[src/rtl/forward_hazard_unit.sv]
// forward_hazard_unit: EX operand forwarding selects plus load-use stall/bubble control for IF/ID.
// Define FORWARD_EN to enable bypass forwarding; otherwise every RAW dependence interlocks.

`ifndef FORWARD_NO_COLLISION
`define FORWARD_NO_COLLISION     3'b001
`endif
`ifndef FORWARD_COLLISION_IN_MEM
`define FORWARD_COLLISION_IN_MEM 3'b010
`endif
`ifndef FORWARD_COLLISION_IN_WB
`define FORWARD_COLLISION_IN_WB  3'b100
`endif

// One operand's view of the shadow pipeline: EX forward select and ID-side hazard.
module forward_hazard_lane #(
    parameter int REG_ADDR_WIDTH = 5
) (
    input  logic [REG_ADDR_WIDTH-1:0] rs_ex,
    input  logic [REG_ADDR_WIDTH-1:0] rs_id,
    input  logic                      use_id,
    input  logic [REG_ADDR_WIDTH-1:0] rd_ex,
    input  logic                      we_ex,
    input  logic                      ld_ex,
    input  logic [REG_ADDR_WIDTH-1:0] rd_mem,
    input  logic                      we_mem,
    input  logic [REG_ADDR_WIDTH-1:0] rd_wb,
    input  logic                      we_wb,
    output logic [2:0]                fwd_sel,
    output logic                      hazard
);
    logic dep_ex;

    assign dep_ex = use_id && (rd_ex != '0) && (rd_ex == rs_id);

`ifdef FORWARD_EN
    logic hit_mem;
    logic hit_wb;
    logic unused_lane;

    assign hit_mem = we_mem && (rd_mem != '0) && (rd_mem == rs_ex);
    assign hit_wb  = we_wb  && (rd_wb  != '0) && (rd_wb  == rs_ex);

    // MEM wins over WB: it holds the younger writer of the same register.
    always_comb begin
        fwd_sel = `FORWARD_NO_COLLISION;
        if (hit_mem)
            fwd_sel = `FORWARD_COLLISION_IN_MEM;
        else if (hit_wb)
            fwd_sel = `FORWARD_COLLISION_IN_WB;
    end

    // Only a load in EX cannot be bypassed in time.
    assign hazard      = ld_ex && dep_ex;
    assign unused_lane = we_ex;
`else
    logic dep_mem;
    logic dep_wb;
    logic unused_lane;

    assign dep_mem = use_id && (rd_mem != '0) && (rd_mem == rs_id);
    assign dep_wb  = use_id && (rd_wb  != '0) && (rd_wb  == rs_id);

    assign fwd_sel     = `FORWARD_NO_COLLISION;
    // No bypass and no write-through: wait until the writer has left MEM/WB.
    assign hazard      = (we_ex && dep_ex) || (we_mem && dep_mem) || (we_wb && dep_wb);
    assign unused_lane = ^{rs_ex, ld_ex};
`endif
endmodule

module forward_hazard_unit #(
    parameter int DATA_WIDTH     = 32,
    parameter int REG_ADDR_WIDTH = 5
) (
    input  logic                      clk,
    input  logic                      rst,
    input  logic [REG_ADDR_WIDTH-1:0] rs1_ID,
    input  logic [REG_ADDR_WIDTH-1:0] rs2_ID,
    input  logic [REG_ADDR_WIDTH-1:0] rd_ID,
    input  logic                      reg_write_ID,
    input  logic                      mem_read_ID,
    input  logic                      use_rs1_ID,
    input  logic                      use_rs2_ID,
    input  logic                      flush_ID_EX,
    input  logic                      hold,
    output logic [2:0]                forward_detect_EX_rs1,
    output logic [2:0]                forward_detect_EX_rs2,
    output logic                      stall_IF,
    output logic                      stall_ID,
    output logic                      bubble_ID_EX
);
    localparam int NUM_OPS = 2;

    typedef struct packed {
        logic [REG_ADDR_WIDTH-1:0] rs1;
        logic [REG_ADDR_WIDTH-1:0] rs2;
        logic [REG_ADDR_WIDTH-1:0] rd;
        logic                      we;
        logic                      ld;
    } id_ex_t;

    typedef struct packed {
        logic [REG_ADDR_WIDTH-1:0] rd;
        logic                      we;
        logic                      ld;
    } ex_mem_t;

    typedef struct packed {
        logic [REG_ADDR_WIDTH-1:0] rd;
        logic                      we;
    } mem_wb_t;

    id_ex_t  id_ex_q,  id_ex_d;
    ex_mem_t ex_mem_q, ex_mem_d;
    mem_wb_t mem_wb_q, mem_wb_d;

    logic [NUM_OPS-1:0][REG_ADDR_WIDTH-1:0] rs_ex_v;
    logic [NUM_OPS-1:0][REG_ADDR_WIDTH-1:0] rs_id_v;
    logic [NUM_OPS-1:0]                     use_id_v;
    logic [NUM_OPS-1:0][2:0]                fwd_v;
    logic [NUM_OPS-1:0]                     hz_v;
    logic                                   hazard;

    logic [DATA_WIDTH-1:0] unused_dw;
    logic                  unused_top;

    assign unused_dw  = '0;
    assign unused_top = ex_mem_q.ld;

    assign rs_ex_v  = {id_ex_q.rs2, id_ex_q.rs1};
    assign rs_id_v  = {rs2_ID, rs1_ID};
    assign use_id_v = {use_rs2_ID, use_rs1_ID};

    for (genvar g = 0; g < NUM_OPS; g++) begin : g_lane
        forward_hazard_lane #(
            .REG_ADDR_WIDTH(REG_ADDR_WIDTH)
        ) u_lane (
            .rs_ex  (rs_ex_v[g]),
            .rs_id  (rs_id_v[g]),
            .use_id (use_id_v[g]),
            .rd_ex  (id_ex_q.rd),
            .we_ex  (id_ex_q.we),
            .ld_ex  (id_ex_q.ld),
            .rd_mem (ex_mem_q.rd),
            .we_mem (ex_mem_q.we),
            .rd_wb  (mem_wb_q.rd),
            .we_wb  (mem_wb_q.we),
            .fwd_sel(fwd_v[g]),
            .hazard (hz_v[g])
        );
    end

    assign hazard                = |hz_v;
    assign forward_detect_EX_rs1 = fwd_v[0];
    assign forward_detect_EX_rs2 = fwd_v[1];

    // A flushed slot is wrong-path, so its stall is dropped but the bubble stays.
    assign stall_IF     = hazard && !flush_ID_EX;
    assign stall_ID     = hazard && !flush_ID_EX;
    assign bubble_ID_EX = hazard || flush_ID_EX;

    always_comb begin
        id_ex_d  = id_ex_q;
        ex_mem_d = ex_mem_q;
        mem_wb_d = mem_wb_q;
        if (!hold) begin
            if (bubble_ID_EX) begin
                id_ex_d = '0;
            end else begin
                id_ex_d.rs1 = rs1_ID;
                id_ex_d.rs2 = rs2_ID;
                id_ex_d.rd  = rd_ID;
                id_ex_d.we  = reg_write_ID;
                id_ex_d.ld  = mem_read_ID;
            end
            ex_mem_d.rd = id_ex_q.rd;
            ex_mem_d.we = id_ex_q.we;
            ex_mem_d.ld = id_ex_q.ld;
            mem_wb_d.rd = ex_mem_q.rd;
            mem_wb_d.we = ex_mem_q.we;
        end
    end

    always_ff @(posedge clk or posedge rst) begin
        if (rst) begin
            id_ex_q  <= '0;
            ex_mem_q <= '0;
            mem_wb_q <= '0;
        end else begin
            id_ex_q  <= id_ex_d;
            ex_mem_q <= ex_mem_d;
            mem_wb_q <= mem_wb_d;
        end
    end
endmodule

[config.mk]
export PLATFORM = sky130hd
export DESIGN_NAME = forward_hazard_unit
export DESIGN_NICKNAME = d
export VERILOG_FILES = /design/src/rtl/forward_hazard_unit.sv
export SDC_FILE = /design/constraint.sdc
export NUM_CORES = 1
export LEC_CHECK = 0
export ABC_AREA = 1
export BUFFER_PORTS_ARGS = -buffer_cell sky130_fd_sc_hd__buf_2
export CAP_MARGIN = 10
export CORE_UTILIZATION = 40
export DETAILED_ROUTE_END_ITERATION = 7
export GPL_ROUTABILITY_DRIVEN = 0
export PLACE_DENSITY = 0.7
export SLEW_MARGIN = 40
export SYNTH_ARGS = -nofsm -noshare
export SYNTH_HDL_FRONTEND = slang
export SYNTH_HIERARCHICAL = 1
export SYNTH_SLANG_ARGS = --single-unit
[constraint.sdc]
create_clock -name clk -period 1.59 [get_ports clk]
set_input_delay 0.0795 -clock clk [delete_from_list [all_inputs] [get_ports clk]]
set_output_delay 0.0795 -clock clk [all_outputs]
set_load 0.01 [all_outputs]
======== Yosys cells after proc, flatten, opt, wreduce, memory -nomap -nowiden ========
Cells that the tools add are included.
word-level totals
  bits in registers ....................... 18
  bits of input ports ..................... 23
  output and inout bits ................... 9
  word-level logic and storage cells ...... 42
cells by class
  eq/ne operators ......................... 6
  mux-type cells .......................... 1
  reduce and logical (&&, ||, !) cells .... 29
operators by type and width
  cell                 count
  equality test 5 bit  6
  logical AND 1 bit    19
  nonzero test 5 bit   3
  2-to-1 mux 7 bit     1
  logical OR 1 bit     5
  OR reduction 2 bit   1
  logical NOT 1 bit    1

======== Depth between registers and ports, before layout ========
Gate-level depths: netlist of the first run.
  depth after elaboration ................. 9
  gate-level depth with buffers ........... 12
  depth with buffers taken out ............ 11

======== Cells and area by module ========
The synthesis of the first run kept the hierarchy.
modules (own cells, without submodules)
  module               instances  cells each  area an instance (um^2)  seq. area each (um^2)
  forward_hazard_unit  1          158         1341.3                   725.7
  forward_hazard_lane  2          80          349.1                    0.0

======== Least setup slack after synthesis of the first run ========
No wires, ideal clock.
  path kind ............................... register to output
  start point ............................. register id_ex_q[5] (netlist name)
  end point ............................... output port stall_IF
  arrival ................................. 1482 ps
  data required time ...................... 1510 ps
  setup slack ............................. 28 ps
  cell stages (with the launch flop) ...... 13
  path buffers ............................ 2
  cells stage by stage .................... dfrtp_1 -> inv_1 -> nand2_1 -> nand2_1 -> inv_1 -> nand2_1 -> nor2_1 -> nand3_1 -> nand3_2 -> nor2_8 -> buf_12 -> nor2_1 -> buf_4
on the way
  longest elaborated chain between the ends .. 8
RTL lines
  what                                line  source
  start: declaration                  112   id_ex_t id_ex_q, id_ex_d;
  start signal: assignment            189   id_ex_q <= id_ex_d;
  nonzero test 5 bit                  33    assign dep_ex = use_id && (rd_ex != '0) && (rd_ex == rs_id);
  logical AND 1 bit                   33
  logical AND 1 bit (*)               33
  logical AND 1 bit (*)               65    assign hazard = (we_ex && dep_ex) || (we_mem && dep_mem) || (we_wb && dep_wb);
  logical OR 1 bit (*) (2 in series)  65
  net hz_v[1]                         120   logic [NUM_OPS-1:0] hz_v;
  OR reduction 2 bit (*)              152   assign hazard = |hz_v;
  logical AND 1 bit (*)               --
  end: declaration                    87    output logic stall_IF,
The timed path passes the listed nets; every way through them passes the cells marked *.

======== Final worst setup path of the first run ========
  start point ............................. register id_ex_q[5] (netlist name)
  end point ............................... output port bubble_ID_EX
on the way
  longest elaborated chain between the ends .. 8
RTL lines
  what                                line  source
  nonzero test 5 bit                  33
  logical AND 1 bit                   33
  logical AND 1 bit (*)               33
  logical AND 1 bit (*)               65
  logical OR 1 bit (*) (2 in series)  65
  net hz_v[1]                         120
  OR reduction 2 bit (*)              152
  logical OR 1 bit (*)                159   assign bubble_ID_EX = hazard || flush_ID_EX;
  end: declaration                    89    output logic bubble_ID_EX
Marked as above.

==> results of run 1 <==
[placed cells by master (no fill, tap or decap), types with 5 or more instances in the layout]
cell     count
a21oi_1      6
inv_1       37
buf_4        5
dfrtp_1     14
inv_2       11
o21ai_0     10
nand3_1      6
conb_1       6
nand2_1     90
nand3_2      6
nor2_1      34
buf_2       23
[registers in the layout, summed over array words and instances (netlist names)]
name,count
ex_mem_q,6
mem_wb_q,6
id_ex_q,6
[metrics by stage]
step                      setup slack, ns  hold slack (ns)  TNS (ns)  cell area, sq um  cells
final                            -0.04030           0.1013   -0.1185              1724    322
after global routing              -0.1743           0.1247   -0.8932              1724    322
after CTS                        -0.07047           0.1015   -0.2045              1702    321
after detailed placement          0.09713           0.2218         0              1594    311
after global placement             0.1480           0.2181         0              1594    311
after floorplan                   0.05758          0.01807         0              1531    254
[how the worst max path moves through the flow]
stage / from / end / slack (ns)
2_1_floorplan: id_ex_q[5] / stall_IF / 0.06
3_3_place_gp: id_ex_q[2] / stall_ID / 0.15
3_5_place_dp: id_ex_q[5] / stall_IF / 0.1
4_1_cts: id_ex_q[5] / stall_IF / -0.07
5_1_grt: id_ex_q[5] / stall_IF / -0.17
6_report: id_ex_q[5] / bubble_ID_EX / -0.04
[layer usage]
layer  vias to the layer above  GRT usage  wire (microns)
li1                        767          -               -
met5                         -          0               0
met1                       632     0.2227            1489
met2                        31     0.3005            1476
met4                         0    0.04261              32
met3                         5    0.02717             127
[power by group]
part / internal [mW] / leakage [nW] / switching, mW
Combinational: 0.147 / 0.786 / 0.199
Clock: 0.220 / 0.0288 / 0.159
Sequential: 0.509 / 0.219 / 0.0702
Total: 0.876 / 1.03 / 0.428
[tightest hold or removal path, cell delays in order]
cell     delay [ns]
buf_2          0.09
inv_1          0.04
nor2_1         0.04
nand3_2        0.04
nand2_1        0.04
[what timing repair did]
item	in CTS	in global routing
pin swaps	1	4
endpoints found under the hold margin	18	0
setup endpoints to repair	3	7
resized for setup	5	5
gates cloned	0	0
hold buffers	1	0
buffers inserted	5	1
[final cells by class]
type / instances / area share
clock buffers: 4 / 0.03193
multi-input cells: 173 / 0.4572
flip-flops and latches: 18 / 0.2642
inverters: 48 / 0.1045
well taps: 48 / 0.03483
repair buffers: 31 / 0.1074
==> results.md, run 1 <==
* Status: complete, but fails checks
* Failing checks: setup timing
* GRT overflow at 0
* Worst path required time at 1.51 ns
* Fillers at 390
* 1st-pass router iterations at 4
* Routed WL per cell at 9.708 microns
* Initial Util at 0.4163
* Die H at 63.73 microns
* CP Cell Sequence: inv_1 -> nand2_1 -> nand2_1 -> inv_1 -> nand2_1 -> nor2_1 -> nand3_1 -> nand3_2 -> nor2_8 -> nand2_2 -> buf_6
* Via count at 1435
* Final WS setup at -0.04030 ns
* CTS tree: built
* Multi-input logic area at 788.3 sq um
* All-Layer GR Usage at 0.1736
* Fin nets at 298
* Kind of end point of the critical path: primary output
* CP max FO at 5
* Reg2Reg Depth at 13
* Top delay family on crit path: simple AND/OR/NAND/NOR gates
* Max-Cap Viols at 0
* Setup slack, reg-to-reg at 0.03 ns
* Critical Path AT at 1.55 ns
* Final Core Density at 0.4710
* Clock latency at the later pin of the worst-skew pair at 0.25 ns
* Reg-to-Reg End: id_ex_q[3]
* Max transition margin at 0.5472
* Largest net degree at the start of global routing at 37
* Hold Fails Final Rpt at 0
* Residual DRC at 0
* Layout cells sized above 1 at 0.2190
* Netlist Area Pre-Place at 1524 sq um
* Die Width at 63.73 microns
* Slowest-stage cell, CP: dfrtp_2
* YS warnings at 6
* Initial antenna violation count at 0
* Critical Setup Path Class: flip-flop to primary output
* Crit path launch type: flip-flop
* Worst-path clk slew at 0.07 ns
* Worst hold path class: input port to flip-flop
* Sequential cell area at 455.4 sq um
* Hold Path Sink: id_ex_q[4]
* CP Buf/Inv Count at 3
* Critical Path Max Stage Delay at 0.46 ns
* Clk sink count at 18
* Syn Inst Count at 252
* PortBufs at 24
* I/O Pins at 32
* H-tree depth at 1
* Fmax at 613.4 MHz
* Worst Skew at 0.001534 ns
* CTS Buf Count at 3
* Routed WL at 3126 microns
* Reg2reg start: id_ex_q[5]
* Synth Area per Inst at 6.047 sq um
* Static Leak at 1.034 nW
* Clock Path Buffers at 2
* Cell mode on critical path: nand2_1
* Hold path depth at 5
* Slew @ Worst Pin at 0.6785 ns
* Critical hold path startpoint: rd_ID[2]
* Root Buffer: clkbuf_8
* Max IR drop VDD at 0.0003519 V
* Initial DRC Count at 45
* WP depth at 11
* N_diodes at 0
* DP HPWL at 2448 microns
* Layout area overhead at 13.14%
* CORE AREA at 3661 sq um
* Vias/cell at 4.457
* Period minus WS final at 1.630 ns
* Row cnt at 22
* RSZ-0062 raised after global routing: yes
* Die area at 4061 sq um
* First-pass GRT wire length at 5520 microns
* Vias in the first global route at 1318
* Final setup fails at 3
* Antenna-violating nets left at 0
* Power density over cell area at 756.7 nW/um^2
* Final Cycle Share at 1.025
* Total chip power at 1.305 mW
* Max-slew violations at 0
No activity file was read; power rests on OpenSTA's default activity.
==> inputs of run 2 (changes only) <==
--- a/config.mk
+++ b/config.mk
@@ -11,7 +11,7 @@
 export CORE_UTILIZATION = 40
 export DETAILED_ROUTE_END_ITERATION = 7
 export GPL_ROUTABILITY_DRIVEN = 0
-export PLACE_DENSITY = 0.7
+export PLACE_DENSITY_LB_ADDON = 0.08
 export SLEW_MARGIN = 40
 export SYNTH_ARGS = -nofsm -noshare
 export SYNTH_HDL_FRONTEND = slang
==> run 2 against run 1 <==
The flow still finishes with violations (setup timing). Flip-flop and latch count unchanged. Combinational power is 3% higher. Via count rose by 1.5%. First-iteration DRC count increased by 24%. Sequential share of layout area is 0.45 points lower. Highest routed layer unchanged.
==> results.md, run 2 (synthesis results as in run 1) <==
* Setup slack, reg-to-reg at -0.05 ns (-0.08 ns)
* Layout area overhead at 15.11%
* Slowest-stage cell, CP: dfrtp_2
* Clock latency at the later pin of the worst-skew pair at 0.25 ns (about the same)
* CTS Buf Count at 3 (unchanged)
* CTS tree: built
* Reg2Reg Depth at 10 (-3)
* Slew @ Worst Pin at 0.6927 ns (+0.01418 ns)
* Final Core Density at 0.4792 (+0.008202)
* Met2 routed wirelength at 1541 microns (+4.4%)
* DP HPWL at 2534 microns (+3.5%)
* Crit path launch type: flip-flop
* Switching power at 0.4318 mW (+0.80%)
* Period minus WS final at 1.684 ns (+0.05396 ns)
* Post-Place Worst Slack at 0.1066 ns (+0.009488 ns)
* Met3 WL at 183 microns (+44%)
* Vias in the first global route at 1352 (+2.6%)
* Metal-1 WL at 1520 microns (+2.1%)
* Worst hold path class: input port to flip-flop
* Vias/cell at 4.494 (+0.84%)
* Final Cycle Share at 1.059 (+0.03394)
* Routed WL per cell at 10.11 microns (+4.2%)
* Max-slew violations at 0 (unchanged)
* H-tree depth at 1 (unchanged)
* Via count at 1456 (+1.5%)
* Critical Path Max Stage Delay at 0.46 ns (about the same)
* Kind of end point of the critical path: primary output
* Row cnt at 22 (unchanged)
* Max IR drop VDD at 0.0004138 V (+18%)
* Final WS setup at -0.09426 ns (-0.05396 ns)
* Post-route cell area at 1754 sq um (+1.7%)
* Hold Path Sink: id_ex_q[4]
* Largest net degree at the start of global routing at 37 (unchanged)
* Cell-internal power at 0.8816 mW (+0.61%)
* PortBufs at 24 (unchanged)
* N_diodes at 0 (unchanged)
* CP Cell Sequence: buf_4 -> xor2_1 -> nor2_1 -> nand3_1 -> nand3_2 -> nor2_8 -> nor2_2 -> buf_2
* Clock share of power at 0.286 (-0.005)
* Comb power frac at 0.273 (+0.007)
* Top layer in use: met4
* Hold path depth at 5 (unchanged)
* Status: complete, but fails checks
* RSZ-0062 raised after global routing: yes
* Reg power frac at 0.441 (-0.003)
* Routed WL at 3277 microns (+4.8%)
* Die Width at 63.73 microns (unchanged)
* Worst path required time at 1.51 ns (about the same)
* Critical Setup Path Class: flip-flop to primary output
* Die H at 63.73 microns (unchanged)
* Max transition margin at 0.5377 (-0.009461)
* Failing checks: setup timing
* Die area at 4061 sq um (unchanged)
* Critical Path AT at 1.60 ns (+0.05 ns)
* Max-Cap Viols at 0 (unchanged)
* I/O Pins at 32 (unchanged)
* CORE AREA at 3661 sq um (unchanged)
* Initial DRC Count at 56 (+24%)
* GRT overflow at 0 (unchanged)
* Initial Util at 0.4163 (unchanged)
* Reg2reg start: id_ex_q[2]
* Clk sink count at 18 (unchanged)
* CP max FO at 6 (+1)
* Fmax at 593.7 MHz (-3.2%)
* Worst-path clk slew at 0.07 ns (about the same)
* 1st-pass router iterations at 4 (unchanged)
* Antenna-violating nets left at 0 (unchanged)
* Worst Skew at 0.005349 ns (+0.003815 ns)
* Sw Share at 0.3288 (+0.0004080)
* Reg-to-Reg End: id_ex_q[1]
* Biggest regs: ex_mem_q x6, id_ex_q x6, mem_wb_q x6
* Post-place instance area at 1594 sq um (unchanged)
* Static Leak at 1.043 nW (+0.92%)
* Critical hold path startpoint: rd_ID[2]
* Most frequent cells in the layout: nand2_1, inv_1, nor2_1, buf_2, dfrtp_1
* Hold Fails Final Rpt at 0 (unchanged)
* Initial antenna violation count at 0 (unchanged)
* Most common cell after layout, fill and taps aside: nand2_1
* Layout cells sized above 1 at 0.2428 (+0.02378)
* Clock Path Buffers at 2 (unchanged)
* Final setup fails at 6 (+3)
* Residual DRC at 0 (unchanged)
* First-pass GRT wire length at 5851 microns (+6.0%)
* Root Buffer: clkbuf_8
* Fin nets at 300 (+0.67%)
* All-Layer GR Usage at 0.1846 (+0.01094)
* Power density over cell area at 748.7 nW/um^2 (-1.1%)
* Fillers at 426 (+9.2%)
[run 2: final cells by class]
class | instances | area, sq um | share of cell area
timing repair buffer | 33 | 190.2 | 0.1084
multi-input combinational | 173 | 813.3 | 0.4636
sequential | 18 | 455.4 | 0.2596
tap | 48 | 60.06 | 0.03424
clock buffer | 4 | 55.05 | 0.03138
inverter | 48 | 180.2 | 0.1027
[run 2: what timing repair did]
action	4_1_cts	5_1_grt
hold buffers	1	0
hold endpoints to repair	18	0
gates resized for setup	10	4
pin swaps	5	3
setup endpoints to repair	3	8
setup buffers	5	3
[run 2: power groups by stage]
stage          logic, mW  clock network, mW  registers (mW)
6_report           0.358              0.375           0.580
5_1_grt            0.428              0.402           0.592
4_1_cts            0.348              0.388           0.580
3_5_place_dp       0.324                  0           0.587
3_3_place_gp       0.320                  0           0.588
2_1_floorplan      0.269                  0           0.562
[run 2: layer usage]
metal / track usage / vias up
li1: - / 770
met1: 0.2394 / 647
met2: 0.3191 / 35
met3: 0.02174 / 4
met4: 0.05114 / 0
met5: 0 / -
[run 2: critical path, delay by kind of cell, from the launching register on]
family	cells	cell delay, ns
xor+xnor	1	0.15
flops	1	0.46
buf+inv	2	0.28
simple gates	5	0.45
[run 2: worst max-delay path by stage]
stage	slack (ns)	startpoint	end
after floorplan	0.06	id_ex_q[5]	stall_IF
after global placement	0.12	id_ex_q[5]	stall_ID
after detailed placement	0.11	id_ex_q[5]	stall_IF
after CTS	-0.05	id_ex_q[5]	stall_IF
after global routing	-0.18	id_ex_q[4]	bubble_ID_EX
final	-0.09	id_ex_q[2]	stall_ID
[run 2: per-stage QoR]
| stage | total power, mW | hold WS [ns] | setup TNS, ns | std cells |
|---|---|---|---|---|
| after floorplan | 0.8309 | 0.01807 | 0 | 254 |
| after global placement | 0.9075 | 0.2145 | 0 | 311 |
| after detailed placement | 0.9111 | 0.2278 | 0 | 311 |
| after CTS | 1.316 | 0.1048 | -0.1518 | 321 |
| after global routing | 1.421 | 0.1355 | -0.7954 | 324 |
| final | 1.313 | 0.1055 | -0.3528 | 324 |
==> inputs of run 3 (changes only) <==
--- a/config.mk
+++ b/config.mk
@@ -5,15 +5,15 @@
 export SDC_FILE = /design/constraint.sdc
 export NUM_CORES = 1
 export LEC_CHECK = 0
-export ABC_AREA = 1
 export BUFFER_PORTS_ARGS = -buffer_cell sky130_fd_sc_hd__buf_2
 export CAP_MARGIN = 10
 export CORE_UTILIZATION = 40
 export DETAILED_ROUTE_END_ITERATION = 7
 export GPL_ROUTABILITY_DRIVEN = 0
-export PLACE_DENSITY_LB_ADDON = 0.08
+export PLACE_DENSITY = 0.67
 export SLEW_MARGIN = 40
 export SYNTH_ARGS = -nofsm -noshare
 export SYNTH_HDL_FRONTEND = slang
 export SYNTH_HIERARCHICAL = 1
 export SYNTH_SLANG_ARGS = --single-unit
+export TNS_END_PERCENT = 50
==> run 3 against run 2 <==
The flow finishes with violations (DRC, setup timing). Count of clock-buffer cells in the layout fell by 1. Global-route usage fell by 1.4 points. Synthesized cell count decreased by 51%. Total power down 13%. Die area fell by 18%. Combinational power shrank 8.1%. Register-to-register slack got worse by 0.15 ns. Setup slack got worse by 0.14 ns. Critical path type unchanged. Critical endpoint is now stall_IF. Largest power group unchanged.
==> results.md, run 3 <==
* 1st-pass router iterations at 6 (+2)
* Max-slew violations at 0 (unchanged)
* Status: complete, but fails checks
* H-tree depth at 1 (unchanged)
* Failing checks: DRC, setup timing
* CP Cell Sequence: or3_1 -> a211o_1 -> nand3_2 -> nor2_2 -> nor2_2 -> buf_2
* Layout area overhead at 20.64%
* Total chip power at 1.139 mW (-13%)
* Slowest-stage cell, CP: dfrtp_1
* CTS Buf Count at 3 (unchanged)
* GRT overflow at 0 (unchanged)
* Routed WL per cell at 13.92 microns (+38%)
* Row cnt at 19 (-14%)
* Biggest regs: ex_mem_q x6, id_ex_q x6, mem_wb_q x6
* Reg2reg start: mem_wb_q[5]
* Residual DRC at 3 (+3)
* Netlist Area Pre-Place at 1249 sq um (-18%)
* Slew @ Worst Pin at 0.6866 ns (-0.006074 ns)
* Static Leak at 0.7175 nW (-31%)
* Synth Area per Inst at 10.07 sq um (+67%)
* Via count at 974 (-33%)
* Placed cells at 179 (-42%)
* Crit path launch type: flip-flop
* Final std cells w/o fill at 185 (-43%)
* Die Width at 57.87 microns (-9.2%)
* Worst Skew at 0.001823 ns (-0.003526 ns)
* CP startpoint: mem_wb_q[5]
* Kind of end point of the critical path: primary output
* Largest net degree at the start of global routing at 25 (-32%)
* Critical Setup Path Class: flip-flop to primary output
* PortBufs at 24 (unchanged)
* Vias/cell at 5.265 (+17%)
* Die area at 3349 sq um (-18%)
* Fmax at 549.4 MHz (-7.5%)
* Worst hold path class: input port to flip-flop
* Critical Path Max Stage Delay at 0.43 ns (-0.03 ns)
* Initial DRC Count at 15 (-73%)
* I/O Pins at 32 (unchanged)
* First-pass GRT wire length at 4278 microns (-27%)
* Initial antenna violation count at 0 (unchanged)
* CP max FO at 5 (-1)
* Critical Path AT at 1.74 ns (+0.14 ns)
* Cell mode on critical path: nor2_2
* Most frequent cells in the layout: buf_2, dfrtp_1, mux2_2, xnor2_1, xor2_1
* Layout cells sized above 1 at 0.4351 (+0.1923)
* Critical hold path startpoint: rd_ID[4]
* Max IR drop VDD at 0.0005106 V (+23%)
* Worst-path clk slew at 0.09 ns (+0.02 ns)
* Most common cell after layout, fill and taps aside: buf_2
* Post-place instance area at 1401 sq um (-12%)
* Sum of negative setup slack at -1.809 ns (-1.456 ns)
* N_diodes at 0 (unchanged)
* Root Buffer: clkbuf_4
* Worst path required time at 1.51 ns (about the same)
* Clock Path Buffers at 2 (unchanged)
* DP HPWL at 2034 microns (-20%)
* RSZ-0062 raised after global routing: yes
* Fin nets at 179 (-40%)
* Antenna-violating nets left at 0 (unchanged)
* Initial Util at 0.4377 (+0.02145)
* Die H at 57.87 microns (-9.2%)
* Vias in the first global route at 970 (-28%)
* CORE AREA at 2853 sq um (-22%)
* Period minus WS final at 1.820 ns (+0.1358 ns)
* Hold Fails Final Rpt at 0 (unchanged)
* Clk sink count at 18 (unchanged)
* Max transition margin at 0.5418 (+0.004053)
* Final setup fails at 9 (+3)
* Post-Place Worst Slack at -0.02381 ns (-0.1304 ns)
* YS warnings at 6 (unchanged)
* Max-Cap Viols at 0 (unchanged)
* Fin Hold WS at 0.1170 ns (+0.01157 ns)
* CTS tree: built
* All-Layer GR Usage at 0.1702 (-0.01438)
* Final Core Density at 0.5281 (+0.04892)
* Post-route cell area at 1506 sq um (-14%)
* Final Cycle Share at 1.145 (+0.08540)
* Clock latency at the later pin of the worst-skew pair at 0.29 ns (+0.04 ns)
* Routed WL at 2575 microns (-21%)
* Syn Inst Count at 124 (-51%)
* Final WS setup at -0.2300 ns (-0.1358 ns)
* Power density over cell area at 756.3 nW/um^2 (+1.0%)
-- run 3: area by class of cell --
| type | instances | area [sq um] |
|---|---|---|
| repair buffers | 38 | 239.0 |
| well taps | 31 | 38.79 |
| inverters | 4 | 15.01 |
| multi-input cells | 91 | 739.5 |
| fillers | 259 | 1346 |
| clock buffers | 3 | 22.52 |
| flip-flops and latches | 18 | 451.7 |
-- run 3: worst max-delay path, delay by kind of cell, from the launching register on --
kind            cells  cell delay [ns]
simple gates        4             0.61
buf+inv             1             0.13
flops               1             0.43
compound gates      1             0.28
-- run 3: where the power goes --
part           switching, mW  internal (mW)  total (mW)
Combinational          0.142          0.188       0.329
Clock                  0.135         0.0882       0.223
Sequential            0.0754          0.511       0.586
Total                  0.352          0.787        1.14
-- run 3: what timing repair did --
action / in CTS / in global routing
setup endpoints to repair: 9 / 9
gates resized for setup: 2 / 11
pin swaps: 3 / 1
hold buffers: 1 / 0
endpoints found under the hold margin: 18 / 0
buffers inserted: 2 / 1
-- run 3: layer usage --
layer,up-vias,share of wire,global-route usage
li1,477,-,-
met1,457,0.45,0.2197
met2,33,0.48,0.2808
met3,7,0.039,0.01563
met4,0,0.028,0.09524
met5,-,0,0
-- run 3: worst paths after layout --
| path | end | slack (ns) | cells after the start |
|---|---|---|---|
| min in group asynchronous | ex_mem_q[3] | 0.42 | 3 |
| worst min register to register | mem_wb_q[0] | 0.58 | 1 |
| worst min-delay path | id_ex_q[6] | 0.12 | 3 |
| worst max register to register | id_ex_q[4] | -0.20 | 7 |
| worst max-delay path | stall_IF | -0.23 | 6 |
| max in group asynchronous | id_ex_q[4] | 0.69 | 3 |
